==> config.mk <==
export PLATFORM = sky130hd
export DESIGN_NAME = rf_writeback_arbiter_flat
export DESIGN_NICKNAME = d
export VERILOG_FILES = /design/src/rtl/rf_wb_pkg.sv /design/src/rtl/rf_writeback_arbiter_if.sv /design/src/rtl/wb_kill_fifo.sv /design/src/rtl/rf_writeback_arbiter.sv /design/src/flat_wrapper.sv
export SDC_FILE = /design/constraint.sdc
export NUM_CORES = 1
export LEC_CHECK = 0
export CAP_MARGIN = 20
export CORE_UTILIZATION = 50
export DETAILED_ROUTE_END_ITERATION = 8
export GPL_ROUTABILITY_DRIVEN = 0
export GPL_TIMING_DRIVEN = 0
export PLACE_DENSITY = 0.79
export SYNTH_ARGS = -nofsm -noshare
export SYNTH_HDL_FRONTEND = slang
export SYNTH_HIERARCHICAL = 1
export SYNTH_SLANG_ARGS = --single-unit
==> constraint.sdc <==
create_clock -name clk -period 5.4 [get_ports clk]
set_clock_uncertainty 0.2 [all_clocks]
set_input_delay 0.54 -clock clk [delete_from_list [all_inputs] [get_ports clk]]
set_output_delay 0.54 -clock clk [all_outputs]
set_load 0.01 [all_outputs]
==> src/rtl/rf_wb_pkg.sv <==
// Shared types and constants for the register-file writeback arbiter.
//   RF_DATA_W / RF_ADDR_W : default write data / register address widths
//   REG_ZERO              : architectural zero register (writes to it are dropped)
//   wb_entry_t            : LSU return buffer entry {wa, wd, kill}
//   wb_sel_e              : write-port owner for the current cycle
package rf_wb_pkg;

  localparam int unsigned RF_DATA_W = 32;
  localparam int unsigned RF_ADDR_W = 5;

  localparam logic [RF_ADDR_W-1:0] REG_ZERO = '0;

  typedef struct packed {
    logic [RF_ADDR_W-1:0] wa;
    logic [RF_DATA_W-1:0] wd;
    logic                 kill;
  } wb_entry_t;

  typedef enum logic [1:0] {
    SEL_NONE = 2'd0,
    SEL_ALU  = 2'd1,
    SEL_POP  = 2'd2
  } wb_sel_e;

endpackage

==> src/rtl/rf_writeback_arbiter_if.sv <==
// Bus bundle between the execute/LSU/decode stages and the writeback arbiter.
//   ALU path : alu_valid, alu_wa, alu_wd -> ; <- alu_stall
//   LSU path : lsu_valid, lsu_wa, lsu_wd -> ; <- lsu_ready
//   Hazards  : ra1, ra2 -> ; <- pend1, pend2
//   RF port  : <- WA, WE, WD
// master = producer/consumer side, slave = arbiter side.
interface rf_writeback_arbiter_if #(
  parameter int unsigned DATA_W = rf_wb_pkg::RF_DATA_W,
  parameter int unsigned ADDR_W = rf_wb_pkg::RF_ADDR_W
) ();

  logic              alu_valid;
  logic [ADDR_W-1:0] alu_wa;
  logic [DATA_W-1:0] alu_wd;
  logic              alu_stall;

  logic              lsu_valid;
  logic              lsu_ready;
  logic [ADDR_W-1:0] lsu_wa;
  logic [DATA_W-1:0] lsu_wd;

  logic [ADDR_W-1:0] ra1;
  logic [ADDR_W-1:0] ra2;
  logic              pend1;
  logic              pend2;

  logic [ADDR_W-1:0] WA;
  logic              WE;
  logic [DATA_W-1:0] WD;

  modport master (
    output alu_valid, alu_wa, alu_wd, lsu_valid, lsu_wa, lsu_wd, ra1, ra2,
    input  alu_stall, lsu_ready, pend1, pend2, WA, WE, WD
  );

  modport slave (
    input  alu_valid, alu_wa, alu_wd, lsu_valid, lsu_wa, lsu_wd, ra1, ra2,
    output alu_stall, lsu_ready, pend1, pend2, WA, WE, WD
  );

endinterface

==> src/rtl/wb_kill_fifo.sv <==
// Circular LSU return buffer with per-entry kill bits and live-entry address match.
//   clk, rst_n            : clock, synchronous active-low reset
//   push, push_wa/wd      : enqueue (caller guarantees not full)
//   pop                   : dequeue head (caller guarantees not empty)
//   kill_en, kill_addr    : mark every live entry (and a same-cycle push) with wa==kill_addr
//   match_a1/a2, hit1/2_c : live, non-killed entry targets the given nonzero address
//   head_c, empty_c, full_c : head entry and occupancy flags from registered state
module wb_kill_fifo
  import rf_wb_pkg::*;
#(
  parameter int unsigned DEPTH = 2
) (
  input  logic                 clk,
  input  logic                 rst_n,
  input  logic                 push,
  input  logic [RF_ADDR_W-1:0] push_wa,
  input  logic [RF_DATA_W-1:0] push_wd,
  input  logic                 pop,
  input  logic                 kill_en,
  input  logic [RF_ADDR_W-1:0] kill_addr,
  input  logic [RF_ADDR_W-1:0] match_a1,
  input  logic [RF_ADDR_W-1:0] match_a2,
  output logic                 hit1_c,
  output logic                 hit2_c,
  output wb_entry_t            head_c,
  output logic                 empty_c,
  output logic                 full_c
);

  localparam int unsigned PTR_W = $clog2(DEPTH);
  localparam int unsigned CNT_W = $clog2(DEPTH + 1);

  wb_entry_t        mem [DEPTH];
  logic [PTR_W-1:0] head;
  logic [PTR_W-1:0] tail;
  logic [CNT_W-1:0] count;
  logic [DEPTH-1:0] live;
  logic [PTR_W-1:0] off;
  logic             push_ok;
  logic             pop_ok;

  assign empty_c = (count == '0);
  assign full_c  = (count == CNT_W'(DEPTH));
  assign head_c  = mem[head];
  assign push_ok = push && !full_c;
  assign pop_ok  = pop && !empty_c;

  // Slot i is live when its distance from head is below the occupancy.
  always_comb begin
    live = '0;
    off  = '0;
    for (int i = 0; i < int'(DEPTH); i++) begin
      off     = PTR_W'(i) - head;
      live[i] = (CNT_W'(off) < count);
    end
  end

  // Hazard match against live, non-killed entries; x0 never matches.
  always_comb begin
    hit1_c = 1'b0;
    hit2_c = 1'b0;
    for (int i = 0; i < int'(DEPTH); i++) begin
      if (live[i] && !mem[i].kill) begin
        if (mem[i].wa == match_a1 && match_a1 != REG_ZERO) hit1_c = 1'b1;
        if (mem[i].wa == match_a2 && match_a2 != REG_ZERO) hit2_c = 1'b1;
      end
    end
  end

  // Storage, pointers and kill marking; a same-cycle push counts as older than the kill.
  always_ff @(posedge clk) begin
    if (!rst_n) begin
      head  <= '0;
      tail  <= '0;
      count <= '0;
      for (int i = 0; i < int'(DEPTH); i++) mem[i] <= '0;
    end else begin
      if (kill_en) begin
        for (int i = 0; i < int'(DEPTH); i++) begin
          if (live[i] && mem[i].wa == kill_addr) mem[i].kill <= 1'b1;
        end
      end
      if (push_ok) begin
        mem[tail] <= '{wa: push_wa, wd: push_wd, kill: (kill_en && push_wa == kill_addr)};
        tail      <= tail + PTR_W'(1);
      end
      if (pop_ok) head <= head + PTR_W'(1);
      case ({push_ok, pop_ok})
        2'b10:   count <= count + CNT_W'(1);
        2'b01:   count <= count - CNT_W'(1);
        default: count <= count;
      endcase
    end
  end

endmodule

==> src/rtl/rf_writeback_arbiter.sv <==
// Register-file write-port arbiter: ALU results take priority, LSU load returns are
// buffered and drained in idle cycles or forcibly after STARVE_LIM bypassed cycles.
// An issued ALU write kills queued older LSU writes to the same register.
//   clk, rst_n : clock, synchronous active-low reset
//   bus        : ALU request/stall, LSU valid/ready, decode hazard query, RF WA/WE/WD
module rf_writeback_arbiter
  import rf_wb_pkg::*;
#(
  parameter int unsigned DATA_W     = RF_DATA_W,
  parameter int unsigned ADDR_W     = RF_ADDR_W,
  parameter int unsigned FIFO_DEPTH = 2,
  parameter int unsigned STARVE_LIM = 4
) (
  input  logic                   clk,
  input  logic                   rst_n,
  rf_writeback_arbiter_if.slave  bus
);

  localparam int unsigned SC_W = $clog2(STARVE_LIM + 1);

  logic [SC_W-1:0]   starve_cnt;
  logic [SC_W-1:0]   starve_nxt;
  logic [ADDR_W-1:0] wa_q;
  logic [ADDR_W-1:0] wa_nxt;
  logic [DATA_W-1:0] wd_q;
  logic [DATA_W-1:0] wd_nxt;
  logic              we_q;
  logic              we_nxt;

  wb_sel_e   sel_c;
  wb_entry_t head_c;
  logic      fifo_empty_c;
  logic      fifo_full_c;
  logic      lsu_ready_c;
  logic      push_c;
  logic      stall_c;
  logic      hit1_c;
  logic      hit2_c;

  // No pass-through: readiness comes only from registered occupancy.
  assign lsu_ready_c = !fifo_full_c && rst_n;
  assign push_c      = bus.lsu_valid && lsu_ready_c && (bus.lsu_wa != REG_ZERO);
  assign stall_c     = (starve_cnt == SC_W'(STARVE_LIM)) && !fifo_empty_c;

  wb_kill_fifo #(
    .DEPTH (FIFO_DEPTH)
  ) u_fifo (
    .clk       (clk),
    .rst_n     (rst_n),
    .push      (push_c),
    .push_wa   (bus.lsu_wa),
    .push_wd   (bus.lsu_wd),
    .pop       (sel_c == SEL_POP),
    .kill_en   (sel_c == SEL_ALU),
    .kill_addr (bus.alu_wa),
    .match_a1  (bus.ra1),
    .match_a2  (bus.ra2),
    .hit1_c    (hit1_c),
    .hit2_c    (hit2_c),
    .head_c    (head_c),
    .empty_c   (fifo_empty_c),
    .full_c    (fifo_full_c)
  );

  // Port owner selection, next write-port values and starvation counter.
  always_comb begin
    sel_c      = SEL_NONE;
    we_nxt     = 1'b0;
    wa_nxt     = wa_q;
    wd_nxt     = wd_q;
    starve_nxt = starve_cnt;

    if (stall_c)                                        sel_c = SEL_POP;
    else if (bus.alu_valid && bus.alu_wa != REG_ZERO)   sel_c = SEL_ALU;
    else if (bus.alu_valid)                             sel_c = SEL_NONE; // x0 write consumed
    else if (!fifo_empty_c)                             sel_c = SEL_POP;

    case (sel_c)
      SEL_ALU: begin
        we_nxt = 1'b1;
        wa_nxt = bus.alu_wa;
        wd_nxt = bus.alu_wd;
      end
      SEL_POP: begin
        // A killed entry burns the slot but leaves the port values untouched.
        we_nxt = !head_c.kill;
        if (!head_c.kill) begin
          wa_nxt = head_c.wa;
          wd_nxt = head_c.wd;
        end
      end
      default: ;
    endcase

    if (fifo_empty_c || sel_c == SEL_POP)        starve_nxt = '0;
    else if (starve_cnt != SC_W'(STARVE_LIM))    starve_nxt = starve_cnt + SC_W'(1);
  end

  // Registered write port and starvation state.
  always_ff @(posedge clk) begin
    if (!rst_n) begin
      we_q       <= 1'b0;
      wa_q       <= '0;
      wd_q       <= '0;
      starve_cnt <= '0;
    end else begin
      we_q       <= we_nxt;
      wa_q       <= wa_nxt;
      wd_q       <= wd_nxt;
      starve_cnt <= starve_nxt;
    end
  end

  assign bus.alu_stall = stall_c;
  assign bus.lsu_ready = lsu_ready_c;
  assign bus.pend1     = hit1_c;
  assign bus.pend2     = hit2_c;
  assign bus.WA        = wa_q;
  assign bus.WE        = we_q;
  assign bus.WD        = wd_q;

endmodule

==> src/flat_wrapper.sv <==
// flat-port wrapper written by rule: the top's interface ports become plain ports
module rf_writeback_arbiter_flat import rf_wb_pkg::*;
#(
  parameter int unsigned DATA_W     = RF_DATA_W,
  parameter int unsigned ADDR_W     = RF_ADDR_W,
  parameter int unsigned FIFO_DEPTH = 2,
  parameter int unsigned STARVE_LIM = 4
)
  (clk, rst_n, bus_alu_valid, bus_alu_wa, bus_alu_wd, bus_lsu_valid, bus_lsu_wa, bus_lsu_wd, bus_ra1, bus_ra2, bus_alu_stall, bus_lsu_ready, bus_pend1, bus_pend2, bus_WA, bus_WE, bus_WD);
  rf_writeback_arbiter_if #(.DATA_W(DATA_W), .ADDR_W(ADDR_W)) bus_i ();
  input  logic clk;
  input  logic rst_n;
  input wire logic [$bits(bus_i.alu_valid)-1:0] bus_alu_valid;
  input wire logic [$bits(bus_i.alu_wa)-1:0] bus_alu_wa;
  input wire logic [$bits(bus_i.alu_wd)-1:0] bus_alu_wd;
  input wire logic [$bits(bus_i.lsu_valid)-1:0] bus_lsu_valid;
  input wire logic [$bits(bus_i.lsu_wa)-1:0] bus_lsu_wa;
  input wire logic [$bits(bus_i.lsu_wd)-1:0] bus_lsu_wd;
  input wire logic [$bits(bus_i.ra1)-1:0] bus_ra1;
  input wire logic [$bits(bus_i.ra2)-1:0] bus_ra2;
  output wire logic [$bits(bus_i.alu_stall)-1:0] bus_alu_stall;
  output wire logic [$bits(bus_i.lsu_ready)-1:0] bus_lsu_ready;
  output wire logic [$bits(bus_i.pend1)-1:0] bus_pend1;
  output wire logic [$bits(bus_i.pend2)-1:0] bus_pend2;
  output wire logic [$bits(bus_i.WA)-1:0] bus_WA;
  output wire logic [$bits(bus_i.WE)-1:0] bus_WE;
  output wire logic [$bits(bus_i.WD)-1:0] bus_WD;
  assign bus_i.alu_valid = bus_alu_valid;
  assign bus_i.alu_wa = bus_alu_wa;
  assign bus_i.alu_wd = bus_alu_wd;
  assign bus_i.lsu_valid = bus_lsu_valid;
  assign bus_i.lsu_wa = bus_lsu_wa;
  assign bus_i.lsu_wd = bus_lsu_wd;
  assign bus_i.ra1 = bus_ra1;
  assign bus_i.ra2 = bus_ra2;
  assign bus_alu_stall = bus_i.alu_stall;
  assign bus_lsu_ready = bus_i.lsu_ready;
  assign bus_pend1 = bus_i.pend1;
  assign bus_pend2 = bus_i.pend2;
  assign bus_WA = bus_i.WA;
  assign bus_WE = bus_i.WE;
  assign bus_WD = bus_i.WD;
  rf_writeback_arbiter #(.DATA_W(DATA_W), .ADDR_W(ADDR_W), .FIFO_DEPTH(FIFO_DEPTH), .STARVE_LIM(STARVE_LIM)) u_core (.clk(clk), .rst_n(rst_n), .bus(bus_i));
endmodule
---- Word level (Yosys, flattened, before mapping) ----
Memory sizes are Yosys's and may differ from the RTL's. A register that Yosys moved wholly into a read port is not among the register bits.
Index checks and enable logic that the tools add are counted.
cells by class
  magnitude comparators ................... 2
  multiplexer cells ....................... 34
  reductions and logical operators ........ 31
  bitwise operators ....................... 3
  eq/ne operators ......................... 15
  $add $sub $neg .......................... 7
operators by type and width
  cell                   number
  $pmux W32 S2           1
  $eq A5 B5 Y1           7
  $mux W32               1
  $mux W1                24
  $reduce_bool A5 Y1     4
  $logic_and A1 B1 Y1    16
  $pmux W5 S2            1
  $mux W2                4
  $eq A2 B2 Y1 const B   3
  $logic_not A1 Y1       5
  $mux W5                1
  $eq A2 B1 Y1 const B   2
  $lt A1 B2 Y1           2
  $pmux W2 S2            1
  $reduce_bool A2 Y1     2
  $add A3 B1 Y3 const B  1
  $eq A3 B3 Y1 const B   1
  $ne A3 B3 Y1 const B   1
  $add A1 B1 Y1 const B  2
  $add A2 B1 Y2 const B  1
  $logic_not A2 Y1       1
  $ne A2 B2 Y1 const B   1
  $or A1 B1 Y1           2
  $pmux W1 S2            1
  other kinds (6)        7
storage, ports and cells
  memories kept ........................... 1
  RAM bits ................................ 76
  flip-flop bits (word level) ............. 45
  output and inout port bits .............. 42
memories
  name               depth  width  read ports  clocked after memory_dff  write ports  RTL line            text
  u_core.u_fifo.mem  2      38     3           1                         3            wb_kill_fifo.sv:33  wb_entry_t mem [DEPTH];

---- Longest topological paths before layout ----
Gate-level depths: netlist (run 1).
  depth after elaboration ................. 10
  mapped depth ............................ 12
  gate-level depth less buffers ........... 11

---- Modules after synthesis ----
Netlist (run 1), hierarchy kept.
by module, submodules not included
  module                instances  cells each  area each (sq um)
  wb_kill_fifo          1          296         4017.6
  rf_writeback_arbiter  1          206         2079.5

---- Least setup slack after synthesis (run 1) ----
Ideal clock, no wire load.
  kind .................................... register -> register
  from .................................... reg u_core.u_fifo.count[0]
  to ...................................... mem u_core/u_fifo/mem[0][0] (netlist name) (enable)
  clock period less this slack ............ 4.687 ns
  required time ........................... 4.898 ns
  slack ................................... 0.713 ns
  arrival time ............................ 4.185 ns
  library setup time ...................... 0.302 ns
  cell stages (with the launch flop) ...... 11
  cells stage by stage .................... dfxtp_1 -> buf_6 -> nand2b_4 -> inv_1 -> nor2b_1 -> nand2_1 -> a21oi_1 -> and2_4 -> inv_2 -> o21ai_0 -> or2_1
RTL lines
  item                      RTL line            text
  start: declaration        wb_kill_fifo.sv:36  logic [CNT_W-1:0] count;
  start signal: assignment  wb_kill_fifo.sv:89  2'b10: count <= count + CNT_W'(1);
  start signal: assignment  wb_kill_fifo.sv:90  2'b01: count <= count - CNT_W'(1);
  start signal: assignment  wb_kill_fifo.sv:91  default: count <= count;
  end: declaration          wb_kill_fifo.sv:33

---- Worst setup path after layout (run 1) ----
  from .................................... in bus_alu_wa[4]
  to ...................................... reg u_core.u_fifo.count[1]
on the way
  cells in the longest elaborated chain, start to end .. 8
ends and longest elaborated chain
  item                                                      RTL line                    text
  start: declaration                                        flat_wrapper.sv:14          input wire logic [$bits(bus_i.alu_wa)-1:0] bus_alu_wa;
  $reduce_bool A5 Y1 (*)                                    rf_writeback_arbiter.sv:74  else if (bus.alu_valid && bus.alu_wa != REG_ZERO) sel_c = SEL_ALU;
  $logic_and A1 B1 Y1 (*)                                   rf_writeback_arbiter.sv:74
  $mux W2 (*)                                               rf_writeback_arbiter.sv:74
  $mux W2 (*)                                               rf_writeback_arbiter.sv:73  if (stall_c) sel_c = SEL_POP;
  $eq A2 B2 Y1 (*)                                          rf_writeback_arbiter.sv:53  .pop (sel_c == SEL_POP),
  $logic_and A1 B1 Y1 (*)                                   wb_kill_fifo.sv:46          assign pop_ok = pop && !empty_c;
  net u_core.u_fifo.pop_ok                                  wb_kill_fifo.sv:40          logic pop_ok;
  $eq A2 B1 Y1 / $eq A2 B2 Y1 (equally long branches)       wb_kill_fifo.sv:88          case ({push_ok, pop_ok})
  $pmux W2 S2 / $reduce_bool A2 Y1 (equally long branches)  -
Mark *: on every way through the listed nets, which the timed path passes. The rest lies on a longest branch.
A chain may end at the register's enable or synchronous reset.

==> results of run 1 <==
## power groups by stage
stage | clock [mW] | combinational, mW | sequential, mW
6_report | 1.01 | 0.421 | 1.11
3_5_place_dp | 0 | 0.418 | 1.13
2_1_floorplan | 0 | 0.198 | 1.14
5_1_grt | 1.06 | 0.452 | 1.12
3_3_place_gp | 0 | 0.402 | 1.13
4_1_cts | 1.02 | 0.422 | 1.11
## path summary, 6_finish.rpt
path	from	to	slack, ns	cells after the start
worst max-delay path	bus_alu_wa[4]	u_core/u_fifo/count[1]	2.17	8
worst min-delay path	u_core/bus.WD[30]	u_core/bus.WD[30]	0.29	1
worst max register to register	u_core/starve_cnt[0]	u_core/bus.WD[13]	2.57	11
worst min register to register	u_core/bus.WD[30]	u_core/bus.WD[30]	0.29	1
## cell usage after synthesis (2+ instances only)
cell / instances / area share, %
and2_1: 78 / 8.0
edfxtp_1: 76 / 37
dfxtp_1: 46 / 15
mux2_2: 38 / 7.0
mux2i_1: 37 / 6.1
o211a_1: 37 / 6.1
o21ai_0: 28 / 2.3
xnor2_1: 21 / 3.0
xor2_1: 19 / 2.7
nor2_1: 13 / 0.80
o21ai_1: 11 / 0.90
buf_6: 10 / 1.8
clkbuf_1: 10 / 0.62
nand2_1: 8 / 0.49
a21oi_1: 7 / 0.57
buf_2: 6 / 0.49
nor3_1: 6 / 0.49
ha_1: 5 / 1.0
inv_1: 5 / 0.31
nand4_1: 5 / 0.51
buf_4: 4 / 0.49
nand3_1: 4 / 0.33
clkbuf_2: 3 / 0.25
nor2b_1: 3 / 0.31
nor4_1: 3 / 0.31
or4_1: 3 / 0.37
inv_2: 2 / 0.12
or2_1: 2 / 0.21
## per-layer routing
metal	wire, um	part of all wire (%)
met1	6288	42
met3	933	6.3
met5	0	0
met2	7456	50
met4	221	1.5
## layout make-up
cell class / instances / area, um^2 / area share (%)
sequential: 122 / 3203 / 39.34
tap: 143 / 178.9 / 2.198
clock inverter: 11 / 80.08 / 0.9836
inverter: 7 / 26.28 / 0.3227
timing repair buffer: 131 / 1331 / 16.35
buffer: 33 / 225.2 / 2.766
multi-input combinational: 340 / 2656 / 32.63
clock buffer: 21 / 440.4 / 5.410
## kinds of logic after synthesis
| family | count (synthesis) |
|---|---|
| flip-flops | 122 |
| adder cells (fa/ha/maj) | 5 |
| XOR/XNOR | 40 |
| buffers and inverters | 40 |
| AND/OR/NAND/NOR | 133 |
| AO/OA/AOI/OAI | 87 |
| multiplexers | 75 |
## metrics by stage
step / instances / hold WS (ns)
finish: 808 / 0.2916
global placement: 774 / 0.2779
global route: 808 / 0.3177
detailed placement: 776 / 0.2861
floorplan: 502 / 0.2699
CTS: 808 / 0.2981
## sequential cells by signal (all words and copies together), names as in the netlist, named ones only
register             flops
u_core/u_fifo/tail       1
u_core/u_fifo/head       1
u_core/u_fifo/mem       76
u_core/bus.WE            1
u_core/u_fifo/count      2
u_core/bus.WD           32
u_core/bus.WA            5
u_core/starve_cnt        3
==> impl_metrics.py, run 1 <==
metrics = {
    "timing": {
        "report.final.setup_viol": 0,
        "hold_viol": 0,
        "finalCriticalPeriod_ns": 3.225,
        "fmax_mhz": 310.1,
        "period_share_pct": 59.73,
        "setup_tns_ns": 0,
        "drv_slew": 0,
        "worst_pin_slew_ns": 0.6238,
        "fin_ws_ns": 2.175,
        "maxSlewHeadroom_pct": 58.26,
        "rsz0062_at_grt": "false",
    },
    "logic_synthesis": {
        "syn_avg_cell_area_um2": 12.15,
        "netlist_instances": 502,
        "synth_nets": 595,
        "synth_compound_area_share_pct": 10.36,
        "ys.flop_type": "edfxtp_1",
        "yosys.area_share.adder_pct": 1.026,
        "synth-edff-count": 76,
        "synth_top_family_by_area": "simple AND/OR/NAND/NOR gates",
        "yosysSeqAreaShare_pct": 52.53,
        "syn_area_mm2": 0.006097,
        "synth_mux_area_share_pct": 13.09,
        "ys_types": 40,
        "async_flop_share_pct": 0,
        "ys_seq_elements": 122,
        "yosys.area_share.simple_pct": 13.11,
        "yosysWarnings": 6,
        "synth_xor_area_share_pct": 5.746,
    },
    "global_route": {
        "grt_pass1_vias": 4696,
        "grtUsageTotal_pct": 25.30,
        "use_met3_pct": 6.533,
        "grt_max_degree": 33,
        "grt_first_pass_wirelength_um": 24050,
        "antenna_found_initial": 0,
        "met1_usage_pct": 30.84,
        "overflow": 0,
        "grt_busiest_layer": "met2",
        "use_met2_pct": 42.86,
    },
    "drt": {
        "first_pass_iters": 5,
        "drt_iter0_drc": 226,
        "avgRoutedWirePerCell_um": 18.44,
        "ant_nets": 0,
        "viasPerCell": 5.486,
        "route.vias.total": 4433,
        "drt-total-wl_um": 14900,
        "drcViolationCount": 0,
    },
    "power": {
        "p_switching_mw": 0.6164,
        "clockPowerShare_pct": 39.7,
        "sw_frac_of_total_pct": 24.28,
        "combPwrFrac_pct": 16.6,
        "p_per_area_mw_per_mm2": 311.8,
        "ir_drop_mv": 0.2300,
        "p_leak_nw": 3.294,
        "total_power_mw": 2.539,
        "p_int_mw": 1.922,
        "power_frac_seq_pct": 43.7,
    },
    "clock_tree": {
        "cts_buffers": 17,
        "htreeDepth": 4,
        "post-cts-setup-buffers": 0,
        "clock_path_buffers": 2,
        "clock_latency_ns": 0.42,
        "cts_hold_buf": 0,
        "cts_resized": 0,
        "cts_tree": "done",
        "cts.clk_slew.worst_paths_ns": 0.05,
        "cts_sinks": 122,
        "clock-root-buffer": "clkbuf_16",
    },
    "run_status": {
        "status": "finished, final reports clean",
    },
    "floorplanning": {
        "die_area_mm2": 0.01264,
        "core-area_mm2": 0.01166,
        "start_util_pct": 52.28,
        "die_y_um": 112.4,
        "io-pin-count": 130,
        "die_w_um": 112.4,
        "row_count": 39,
    },
    "setup_path": {
        "cp-end-kind": "flop",
        "critPathMaxStageDelay_ns": 0.60,
        "path_max_fanout": 5,
        "cp_common_cell": "ha_1",
        "worstSetupPathType": "input pin to flop",
        "critPathTopFamily": "simple AND/OR/NAND/NOR gates",
        "cp_slowest_cell": "or4_1",
        "cp_data_required_time_ns": 5.54,
        "crit_buf_inv": 1,
        "start_kind": "input pin",
        "path_cells": "clkdlybuf4s50_1 > or4_1 > o221ai_1 > ha_1 > nor2b_1 > ha_1 > or3_1 > a21boi_0",
        "crit_arrival_ns": 3.36,
    },
    "finish": {
        "final_common_cell": "clkdlybuf4s50_1",
        "fin_util_pct": 69.81,
        "final_cell_mix": "clkdlybuf4s50_1 (129), and2_1 (78), edfxtp_1 (76)",
        "fillers": 831,
        "area_delta_synth_final_pct": 33.53,
        "diodes": 0,
        "drive_gt1_share_pct": 14.59,
        "nets": 745,
        "fin_area_mm2": 0.008142,
    },
    "placement": {
        "pre_cts_slack_ns": 1.808,
        "place_area_mm2": 0.007621,
        "io_buffers": 129,
        "hpwlAfterDp_um": 10500,
    },
    "hold_path": {
        "min_path_type": "flop to flop",
    },
    "job": {
        "max_cap_viol_count": 0,
    },
}
(Power assumes the default switching activity.)
==> run 2: changes to the inputs <==
- clock period: 5.4 -> 3.1 ns (I/O delays scaled with it)
==> run 2 against run 1 <==
Against the previous run:
- global-route usage shrank 0.59 points
- clock-buffer cell count is 4 lower
- final cell count stayed put
- sequential power grew 74%
- worst hold slack better by 0.0033 ns
- register-to-register slack got worse by 2.3 ns
- sequential share of layout area down 0.27 points
- critical path depth did not move
- non-clock buffer count stayed put
- routed wire length up 1.2%
- critical path type unchanged
- largest cell class unchanged
- largest power group unchanged
==> impl_metrics.py, run 2 (synthesis results as in run 1) <==
metrics = {
    "finish": {
        "regMostFlops": "u_core/u_fifo/mem",
        "fin_util_pct": 70.29,
        "diodes": 0,
        "final_common_cell": "clkdlybuf4s50_1",
        "stdcell_count": 808,
        "largest_reg_flops": 76,
        "fillers": 824,
        "final_cell_mix": "clkdlybuf4s50_1 (129), and2_1 (78), edfxtp_1 (76)",
        "multiInputGateArea_mm2": 0.002656,
        "area_delta_synth_final_pct": 34.46,
        "drive_gt1_share_pct": 15.64,
        "nets": 745,
        "regArea_mm2": 0.003203,
    },
    "timing": {
        "worst_pin_slew_ns": 0.6251,
        "hold_viol": 0,
        "maxSlewHeadroom_pct": 58.33,
        "period_share_pct": 95.02,
        "report.final.setup_viol": 0,
        "finalCriticalPeriod_ns": 2.946,
        "rsz0062_at_grt": "false",
        "fmax_mhz": 339.5,
        "fin_ws_ns": 0.1544,
        "setup_tns_ns": 0,
        "drv_slew": 0,
    },
    "floorplanning": {
        "start_util_pct": 52.28,
        "die_area_mm2": 0.01264,
        "io-pin-count": 130,
        "row_count": 39,
        "core-area_mm2": 0.01166,
        "die_y_um": 112.4,
        "die_w_um": 112.4,
    },
    "setup_path": {
        "path_max_fanout": 5,
        "cp-end-kind": "flop",
        "cp_data_required_time_ns": 3.23,
        "path_cells": "clkdlybuf4s50_1 > or4_1 > o221ai_1 > ha_1 > nor2b_1 > ha_1 > or3_1 > a21boi_0",
        "crit_arrival_ns": 3.08,
        "cp_slowest_cell": "clkdlybuf4s50_1",
        "cp_common_cell": "ha_1",
        "worstSetupPathType": "input pin to flop",
        "start_kind": "input pin",
        "critPathMaxStageDelay_ns": 0.56,
    },
    "power": {
        "p_leak_nw": 3.312,
        "ir_drop_mv": 0.4863,
        "p_per_area_mw_per_mm2": 556.5,
    },
    "clock_tree": {
        "cts_hold_buf": 0,
        "cts_sinks": 122,
        "cts_buffers": 17,
        "cts_resized": 0,
        "clock-root-buffer": "clkbuf_16",
        "post-cts-setup-buffers": 0,
        "htreeDepth": 4,
        "clock_path_buffers": 2,
        "cts_tree": "done",
        "clock_latency_ns": 0.41,
        "cts.clk_slew.worst_paths_ns": 0.06,
    },
    "run_status": {
        "status": "finished, final reports clean",
    },
    "drt": {
        "first_pass_iters": 5,
        "avgRoutedWirePerCell_um": 18.66,
        "viasPerCell": 5.542,
        "drcViolationCount": 0,
        "drt-total-wl_um": 15080,
        "ant_nets": 0,
        "route.vias.total": 4478,
        "drt_iter0_drc": 245,
    },
    "placement": {
        "hpwlAfterDp_um": 10450,
        "pre_cts_slack_ns": -0.2440,
        "io_buffers": 129,
        "place_inst": 776,
    },
    "global_route": {
        "overflow": 0,
        "grt_pass1_vias": 4695,
        "grt_max_degree": 28,
        "antenna_found_initial": 0,
        "grt_first_pass_wirelength_um": 23760,
        "grtUsageTotal_pct": 24.71,
    },
    "job": {
        "max_cap_viol_count": 0,
    },
    "hold_path": {
        "min_path_type": "flop to flop",
    },
}
## run 2: path summary, 6_finish.rpt
| check | start | to | slack, ns | cells after the start |
|---|---|---|---|---|
| setup reg to reg | u_core/starve_cnt[0] | u_core/bus.WA[0] | 0.24 | 11 |
| hold / removal | u_core/bus.WD[20] | u_core/bus.WD[20] | 0.29 | 1 |
| hold reg to reg | u_core/bus.WD[20] | u_core/bus.WD[20] | 0.29 | 1 |
| setup / recovery | bus_alu_wa[4] | u_core/u_fifo/count[1] | 0.15 | 8 |
## run 2: metal layers
layer  global-route usage (%)  up-vias  wire length (um)
li1                         -     2116                 -
met1                    29.74     2175              6336
met2                    41.82      166              7423
met3                    6.533       21              1064
met4                    10.84        0               254
met5                        0        -                 0
## run 2: cell type report
type / instances / area share (%)
tap: 143 / 2.183
multi-input combinational: 340 / 32.40
timing repair buffer: 131 / 16.24
sequential: 122 / 39.07
inverter: 7 / 0.3205
buffer: 33 / 2.747
clock inverter: 15 / 1.847
clock buffer: 17 / 5.189
## run 2: stage by stage
step	total power [mW]	instance area (um^2)	hold WS, ns
2_1_floorplan	2.323	6101	0.2699
3_3_place_gp	2.665	7571	0.2785
3_5_place_dp	2.696	7621	0.2864
4_1_cts	4.586	8198	0.2993
5_1_grt	4.726	8198	0.3202
6_report	4.562	8198	0.2950
## run 2: power breakdown
group / switching [mW] / internal, mW
clock network: 0.713 / 1.18
registers: 0.0722 / 1.86
logic: 0.330 / 0.407
## run 2: critical path, delay by kind of cell
family	cells	cell delay, ns
buf+inv	1	0.56
compound gates	2	0.44
simple gates	3	1.15
fa+ha+maj	2	0.62
